### src/rtl/id_ex_stage.sv
// ID/EX pipeline register of the MIPS core: captures decoded operands, detects
// load-use hazards and inserts bubbles, honours EX stalls and branch/jump flushes.
module id_ex_stage #(
   parameter int WIDTH = 32,
   parameter int CNT_W = 16
) (
   input  logic             clk,
   input  logic             reset,
   input  logic             id_valid,
   input  logic [9:0]       id_ctrl,
   input  logic [WIDTH-1:0] id_rd1,
   input  logic [WIDTH-1:0] id_rd2,
   input  logic [4:0]       id_rs,
   input  logic [4:0]       id_rt,
   input  logic [4:0]       id_rd,
   input  logic [WIDTH-1:0] id_imm,
   input  logic [WIDTH-1:0] id_pcplus4,
   input  logic             flush,
   input  logic             ex_stall,
   output logic             ex_valid,
   output logic [9:0]       ex_ctrl,
   output logic [WIDTH-1:0] ex_rd1,
   output logic [WIDTH-1:0] ex_rd2,
   output logic [WIDTH-1:0] ex_imm,
   output logic [WIDTH-1:0] ex_pcplus4,
   output logic [4:0]       ex_rs,
   output logic [4:0]       ex_rt,
   output logic [4:0]       ex_rd,
   output logic             stall_id,
   output logic [CNT_W-1:0] bubble_count
);

   localparam int CTRL_REGDST   = 8;
   localparam int CTRL_BR_HI    = 6;
   localparam int CTRL_BR_LO    = 5;
   localparam int CTRL_MEMWRITE = 4;
   localparam int CTRL_MEMTOREG = 3;

   logic             valid_q,   valid_d;
   logic [9:0]       ctrl_q,    ctrl_d;
   logic [WIDTH-1:0] rd1_q,     rd1_d;
   logic [WIDTH-1:0] rd2_q,     rd2_d;
   logic [WIDTH-1:0] imm_q,     imm_d;
   logic [WIDTH-1:0] pcplus4_q, pcplus4_d;
   logic [4:0]       rs_q,      rs_d;
   logic [4:0]       rt_q,      rt_d;
   logic [4:0]       rd_q,      rd_d;
   logic [CNT_W-1:0] bcnt_q,    bcnt_d;

   logic uses_rt;
   logic hazard;

   // rt is a source for R-type, stores and compare-branches; ADDI/LW only write it.
   always_comb begin
      uses_rt = id_ctrl[CTRL_REGDST] | id_ctrl[CTRL_MEMWRITE] |
                (id_ctrl[CTRL_BR_HI:CTRL_BR_LO] != 2'b00);
      hazard  = valid_q & ctrl_q[CTRL_MEMTOREG] & (rt_q != 5'd0) & id_valid &
                ((rt_q == id_rs) | (uses_rt & (rt_q == id_rt)));
      stall_id = ~reset & ~flush & (ex_stall | hazard);
   end

   always_comb begin
      // NOTE: every _d gets a default (hold) first, so no path infers a latch.
      valid_d   = valid_q;
      ctrl_d    = ctrl_q;
      rd1_d     = rd1_q;
      rd2_d     = rd2_q;
      imm_d     = imm_q;
      pcplus4_d = pcplus4_q;
      rs_d      = rs_q;
      rt_d      = rt_q;
      rd_d      = rd_q;
      bcnt_d    = bcnt_q;
      if (reset || flush || (!ex_stall && hazard)) begin
         // Reset and both kinds of bubble clear the payload; only reset clears the counter.
         valid_d   = 1'b0;
         ctrl_d    = '0;
         rd1_d     = '0;
         rd2_d     = '0;
         imm_d     = '0;
         pcplus4_d = '0;
         rs_d      = '0;
         rt_d      = '0;
         rd_d      = '0;
         if (reset) begin
            bcnt_d = '0;
         end else if (!flush && (bcnt_q != {CNT_W{1'b1}})) begin
            bcnt_d = bcnt_q + CNT_W'(1);
         end
      end else if (!ex_stall) begin
         valid_d   = id_valid;
         ctrl_d    = id_ctrl;
         rd1_d     = id_rd1;
         rd2_d     = id_rd2;
         imm_d     = id_imm;
         pcplus4_d = id_pcplus4;
         rs_d      = id_rs;
         rt_d      = id_rt;
         rd_d      = id_rd;
      end
   end

   // NOTE: sequential state uses non-blocking assignments so every flop samples pre-edge values.
   always_ff @(posedge clk) begin
      valid_q   <= valid_d;
      ctrl_q    <= ctrl_d;
      rd1_q     <= rd1_d;
      rd2_q     <= rd2_d;
      imm_q     <= imm_d;
      pcplus4_q <= pcplus4_d;
      rs_q      <= rs_d;
      rt_q      <= rt_d;
      rd_q      <= rd_d;
      bcnt_q    <= bcnt_d;
   end

   assign ex_valid     = valid_q;
   assign ex_ctrl      = ctrl_q;
   assign ex_rd1       = rd1_q;
   assign ex_rd2       = rd2_q;
   assign ex_imm       = imm_q;
   assign ex_pcplus4   = pcplus4_q;
   assign ex_rs        = rs_q;
   assign ex_rt        = rt_q;
   assign ex_rd        = rd_q;
   assign bubble_count = bcnt_q;

endmodule

### config.mk
export PLATFORM = sky130hd
export DESIGN_NAME = id_ex_stage
export DESIGN_NICKNAME = d
export VERILOG_FILES = /design/src/rtl/id_ex_stage.sv
export SDC_FILE = /design/constraint.sdc
export NUM_CORES = 1
export LEC_CHECK = 0
export CAP_MARGIN = 20
export CORE_MARGIN = 2
export CORE_UTILIZATION = 41
export DETAILED_ROUTE_END_ITERATION = 10
export PLACE_DENSITY = 0.8
export SLEW_MARGIN = 20
export SYNTH_ARGS = -nofsm -noshare
export SYNTH_HDL_FRONTEND = slang
export SYNTH_SLANG_ARGS = --single-unit
export TNS_END_PERCENT = 1
### constraint.sdc
create_clock -name clk -period 1.8 [get_ports clk]
set_input_delay 0.36 -clock clk [delete_from_list [all_inputs] [get_ports clk]]
set_output_delay 0.36 -clock clk [all_outputs]
set_load 0.005 [all_outputs]
==> impl_metrics.env, run 1 <==
export IMPL_seqPwrFrac=0.428
export IMPL_worstSkewPairLatency_ns=0.43
export IMPL_r2r_end="ex_rd2[16]$_SDFFE_PP0N_"
export IMPL_clockRootBuffer="clkbuf_16"
export IMPL_required_ns=1.44
export IMPL_htree_levels=4
export IMPL_rows=54
export IMPL_setup_viol=155
export IMPL_path_max_fanout=2
export IMPL_rsz0062_at_grt="true"
export IMPL_final_core_util=0.615
export IMPL_fin_crit_sh=1.20
export IMPL_drive_gt1_frac=0.0968
export IMPL_switching_power_mw=2.56
export IMPL_synth_edf_count=16
export IMPL_multi_input_area_mm2=0.00492
export IMPL_powerDensity_mw_per_mm2=736
export IMPL_max_freq_ghz=0.465
export IMPL_synth_async_reset_ratio=0
export IMPL_critPathCapture="stall_id"
export IMPL_end_kind="output pin"
export IMPL_synth_area_mm2=0.00901
export IMPL_p_int_mw=7.27
export IMPL_syn2layout_area_growth_pct=48.2
export IMPL_drtAntennaViolNets=0
export IMPL_seqCellArea_mm2=0.00357
export IMPL_grt_usage=0.247
export IMPL_start_util=0.415
export IMPL_setup_worst_path_class="flip-flop to output pin"
export IMPL_n_fill_cell=1849
export IMPL_reg2reg_slack_ns=-0.26
export IMPL_vias=9093
export IMPL_antenna_found_initial=1
export IMPL_dr_pass1_iters=5
export IMPL_worst_r2r_cell_count=7
export IMPL_grt_pass1_vias=9006
export IMPL_r2r_start="ex_rt[2]$_SDFFE_PP0N_"
export IMPL_postPlaceCellArea_mm2=0.0126
export IMPL_gp_congestion=0.830
export IMPL_setup_slack_ns=-0.353
export IMPL_slew_viol_final=0
export IMPL_vias_per_cell=5.78
export IMPL_hold_path_class="flip-flop to flip-flop"
export IMPL_cp_arrival_ns=1.79
export IMPL_syn_nets=1152
export IMPL_p_leak_nw=4.43
export IMPL_violations="negative setup slack"
export IMPL_nets=1438
export IMPL_netlist_instances=993
export IMPL_p_comb_frac=0.195
export IMPL_p_clk_frac=0.377
export IMPL_grt_overflow_total=0
export IMPL_cap_viol_max_count=0
export IMPL_route_detailed_drc=0
export IMPL_outcome="complete, but fails checks"
export IMPL_dp_hpwl_mm=18.7
export IMPL_critPathLaunchType="flip-flop"
export IMPL_clock_skew_ns=0.0130
export IMPL_ys_ff_latch=170
export IMPL_tritoncts="built"
export IMPL_dieHeight_um=152
export IMPL_cts_inserted_buffers=17
export IMPL_ir_drop_v=0.000596
export IMPL_fin_crit_ns=2.15
export IMPL_yosysUniqueCellTypes=38
export IMPL_ys_warn_count=0
export IMPL_path_clk_slew_ns=0.07
export IMPL_crit_start="ex_rt[0]$_SDFFE_PP0N_"
export IMPL_tightestPinTransition_ns=0.651
export IMPL_cts_num_sinks=170
export IMPL_die_w_um=152
export IMPL_coreArea_mm2=0.0217
export IMPL_dp_slack_ns=-0.729
export IMPL_grt_pass1_wl_mm=47.8
export IMPL_fin_area_mm2=0.0133
export IMPL_port_buffer_count=328
export IMPL_max_slew_margin=0.566
export IMPL_cts_path_max_buffers=2
export IMPL_hold_violations=0
export IMPL_grt_max_degree=145
export IMPL_synth_main_ff_cell="dfxtp_1"
export IMPL_fp_dieArea_mm2=0.0232
export IMPL_drtIter0Drc=687
export IMPL_avgSynthCellArea_um2=9.07
export IMPL_setup_tns_ns=-23.88
export IMPL_ioPinCount=329
export IMPL_wirelength_mm=29.5
export IMPL_p_sw_frac=0.260
export IMPL_seq_area_frac_synth=0.396
export IMPL_detail_route_wl_per_cell_um=18.8
## metrics by stage
| stage | hold WS [ns] | total power, mW | std cells |
|---|---|---|---|
| after floorplan | 0.485 | 5.01 | 993 |
| after global placement | 0.472 | 6.16 | 1539 |
| after detailed placement | 0.479 | 6.19 | 1539 |
| after CTS | 0.478 | 9.92 | 1571 |
| after global routing | 0.519 | 10.2 | 1572 |
| final | 0.492 | 9.83 | 1572 |
## cells in the mapped netlist, types with 2 or more instances
cell      instances  area [µm²]
and3_1            2        12.5
o21ai_0          53         265
o21ai_2          11        96.3
edfxtp_1         16         480
and4_1            2        17.5
buf_2             9        45.0
nand4_1           6        37.5
buf_1            15        56.3
dfxtp_1         154        3080
xor2_1            6        52.6
nor2_1           18        67.6
a21oi_1           2        10.0
buf_6            15         169
nor3b_1         154        1160
or2_2             2        12.5
nand3b_1        154        1160
nand2_1           4        15.0
nor4_1            2        12.5
a22oi_1         145        1090
nor3_1            3        15.0
clkbuf_1         80         300
or3_1             2        12.5
o21ai_1          93         465
a22oi_2           9         113
xnor2_1          16         140
nand3_1           8        40.0
## repair_timing
item | CTS | global route
pin swaps | 28 | 2
setup buffers | 1 | 0
setup endpoints to repair | 186 | 174
hold buffers | 0 | 0
resized for setup | 37 | 19
## area by class of cell
| cell class | count | share of cell area |
|---|---|---|
| clock buffer | 21 | 0.0364 |
| tap | 280 | 0.0262 |
| timing repair buffer | 388 | 0.293 |
| sequential | 170 | 0.267 |
| antenna | 1 | 0.000187 |
| inverter | 1 | 0.000281 |
| clock inverter | 10 | 0.00806 |
| multi-input combinational | 701 | 0.369 |
## cell usage in the layout, fill, tap and decap left out, types with 8 or more instances in the layout
cell type / instances
a22oi_1: 145
a22oi_2: 9
buf_12: 9
buf_4: 43
buf_6: 8
clkbuf_16: 18
clkdlybuf4s50_1: 306
dfxtp_1: 152
dlygate4sd2_1: 14
edfxtp_1: 16
nand3_1: 8
nand3b_1: 154
nor2_1: 17
nor3b_1: 154
o21ai_0: 43
o21ai_1: 103
o21ai_2: 10
xnor2_1: 14
## layer usage
layer  up-vias  global-route usage  part of all wire
li1       4308                   -                 -
met3        54              0.0685             0.074
met1      4394               0.312              0.42
met2       337               0.404              0.48
met5         -                   0                 0
met4         0              0.0903             0.029
## flip-flops by register name (all words and copies together) (netlist names)
name	flops
ex_rd2	32
ex_imm	32
ex_rs	5
bubble_count	16
ex_ctrl	10
ex_rd	5
ex_rd1	32
ex_pcplus4	32
ex_valid	1
ex_rt	5
## power groups by stage
stage	Clock (mW)	Sequential, mW	Combinational, mW
floorplan	0	4.31	0.695
global placement	0	4.28	1.88
detailed placement	0	4.29	1.90
finish	3.70	4.21	1.91
global route	3.93	4.23	2.06
CTS	3.80	4.20	1.92
## worst max-delay path: stages (launching register included)
cell	delay (ns)
dfxtp_2	0.32
or4_4	0.55
o21ai_4	0.15
nor2_1	0.05
a21o_1	0.18
buf_6	0.13
## how the worst min path moves through the flow
stage                       startpoint                     endpoint  slack (ns)  cells after the start
5_1_grt                 id_pcplus4[22]  ex_pcplus4[22]$_SDFFE_PP0N_        0.52                      3
2_1_floorplan  ex_imm[30]$_SDFFE_PP0N_      ex_imm[30]$_SDFFE_PP0N_        0.49                      2
6_report        ex_rd1[7]$_SDFFE_PP0N_       ex_rd1[7]$_SDFFE_PP0N_        0.49                      2
3_3_place_gp   ex_rd1[13]$_SDFFE_PP0N_      ex_rd1[13]$_SDFFE_PP0N_        0.47                      2
4_1_cts                       ex_stall      ex_rd2[31]$_SDFFE_PP0N_        0.48                      4
3_5_place_dp    ex_rd1[7]$_SDFFE_PP0N_       ex_rd1[7]$_SDFFE_PP0N_        0.48                      2
## cells by family (layout without fill, tap and decap cells)
family / count (synthesis) / count (layout) / share of synthesized area
AND/OR/NAND/NOR: 360 / 360 / 0.286
AO/OA/AOI/OAI: 318 / 318 / 0.230
flip-flops: 170 / 170 / 0.396
buffers and inverters: 122 / 420 / 0.0652
XOR/XNOR: 22 / 22 / 0.0214
adder cells (fa/ha/maj): 1 / 1 / 0.00139
other: 0 / 1 / 0
(Power assumes the default switching activity.)
==> run 2: changes to the inputs <==
--- a/config.mk
+++ b/config.mk
@@ -8,6 +8,7 @@
 export CAP_MARGIN = 20
 export CORE_MARGIN = 2
 export CORE_UTILIZATION = 41
+export CTS_CLUSTER_DIAMETER = 40
 export DETAILED_ROUTE_END_ITERATION = 10
 export PLACE_DENSITY = 0.8
 export SLEW_MARGIN = 20
==> results of run 2 <==
No change in the layout: final DEF, timing and power equal those of run 1.
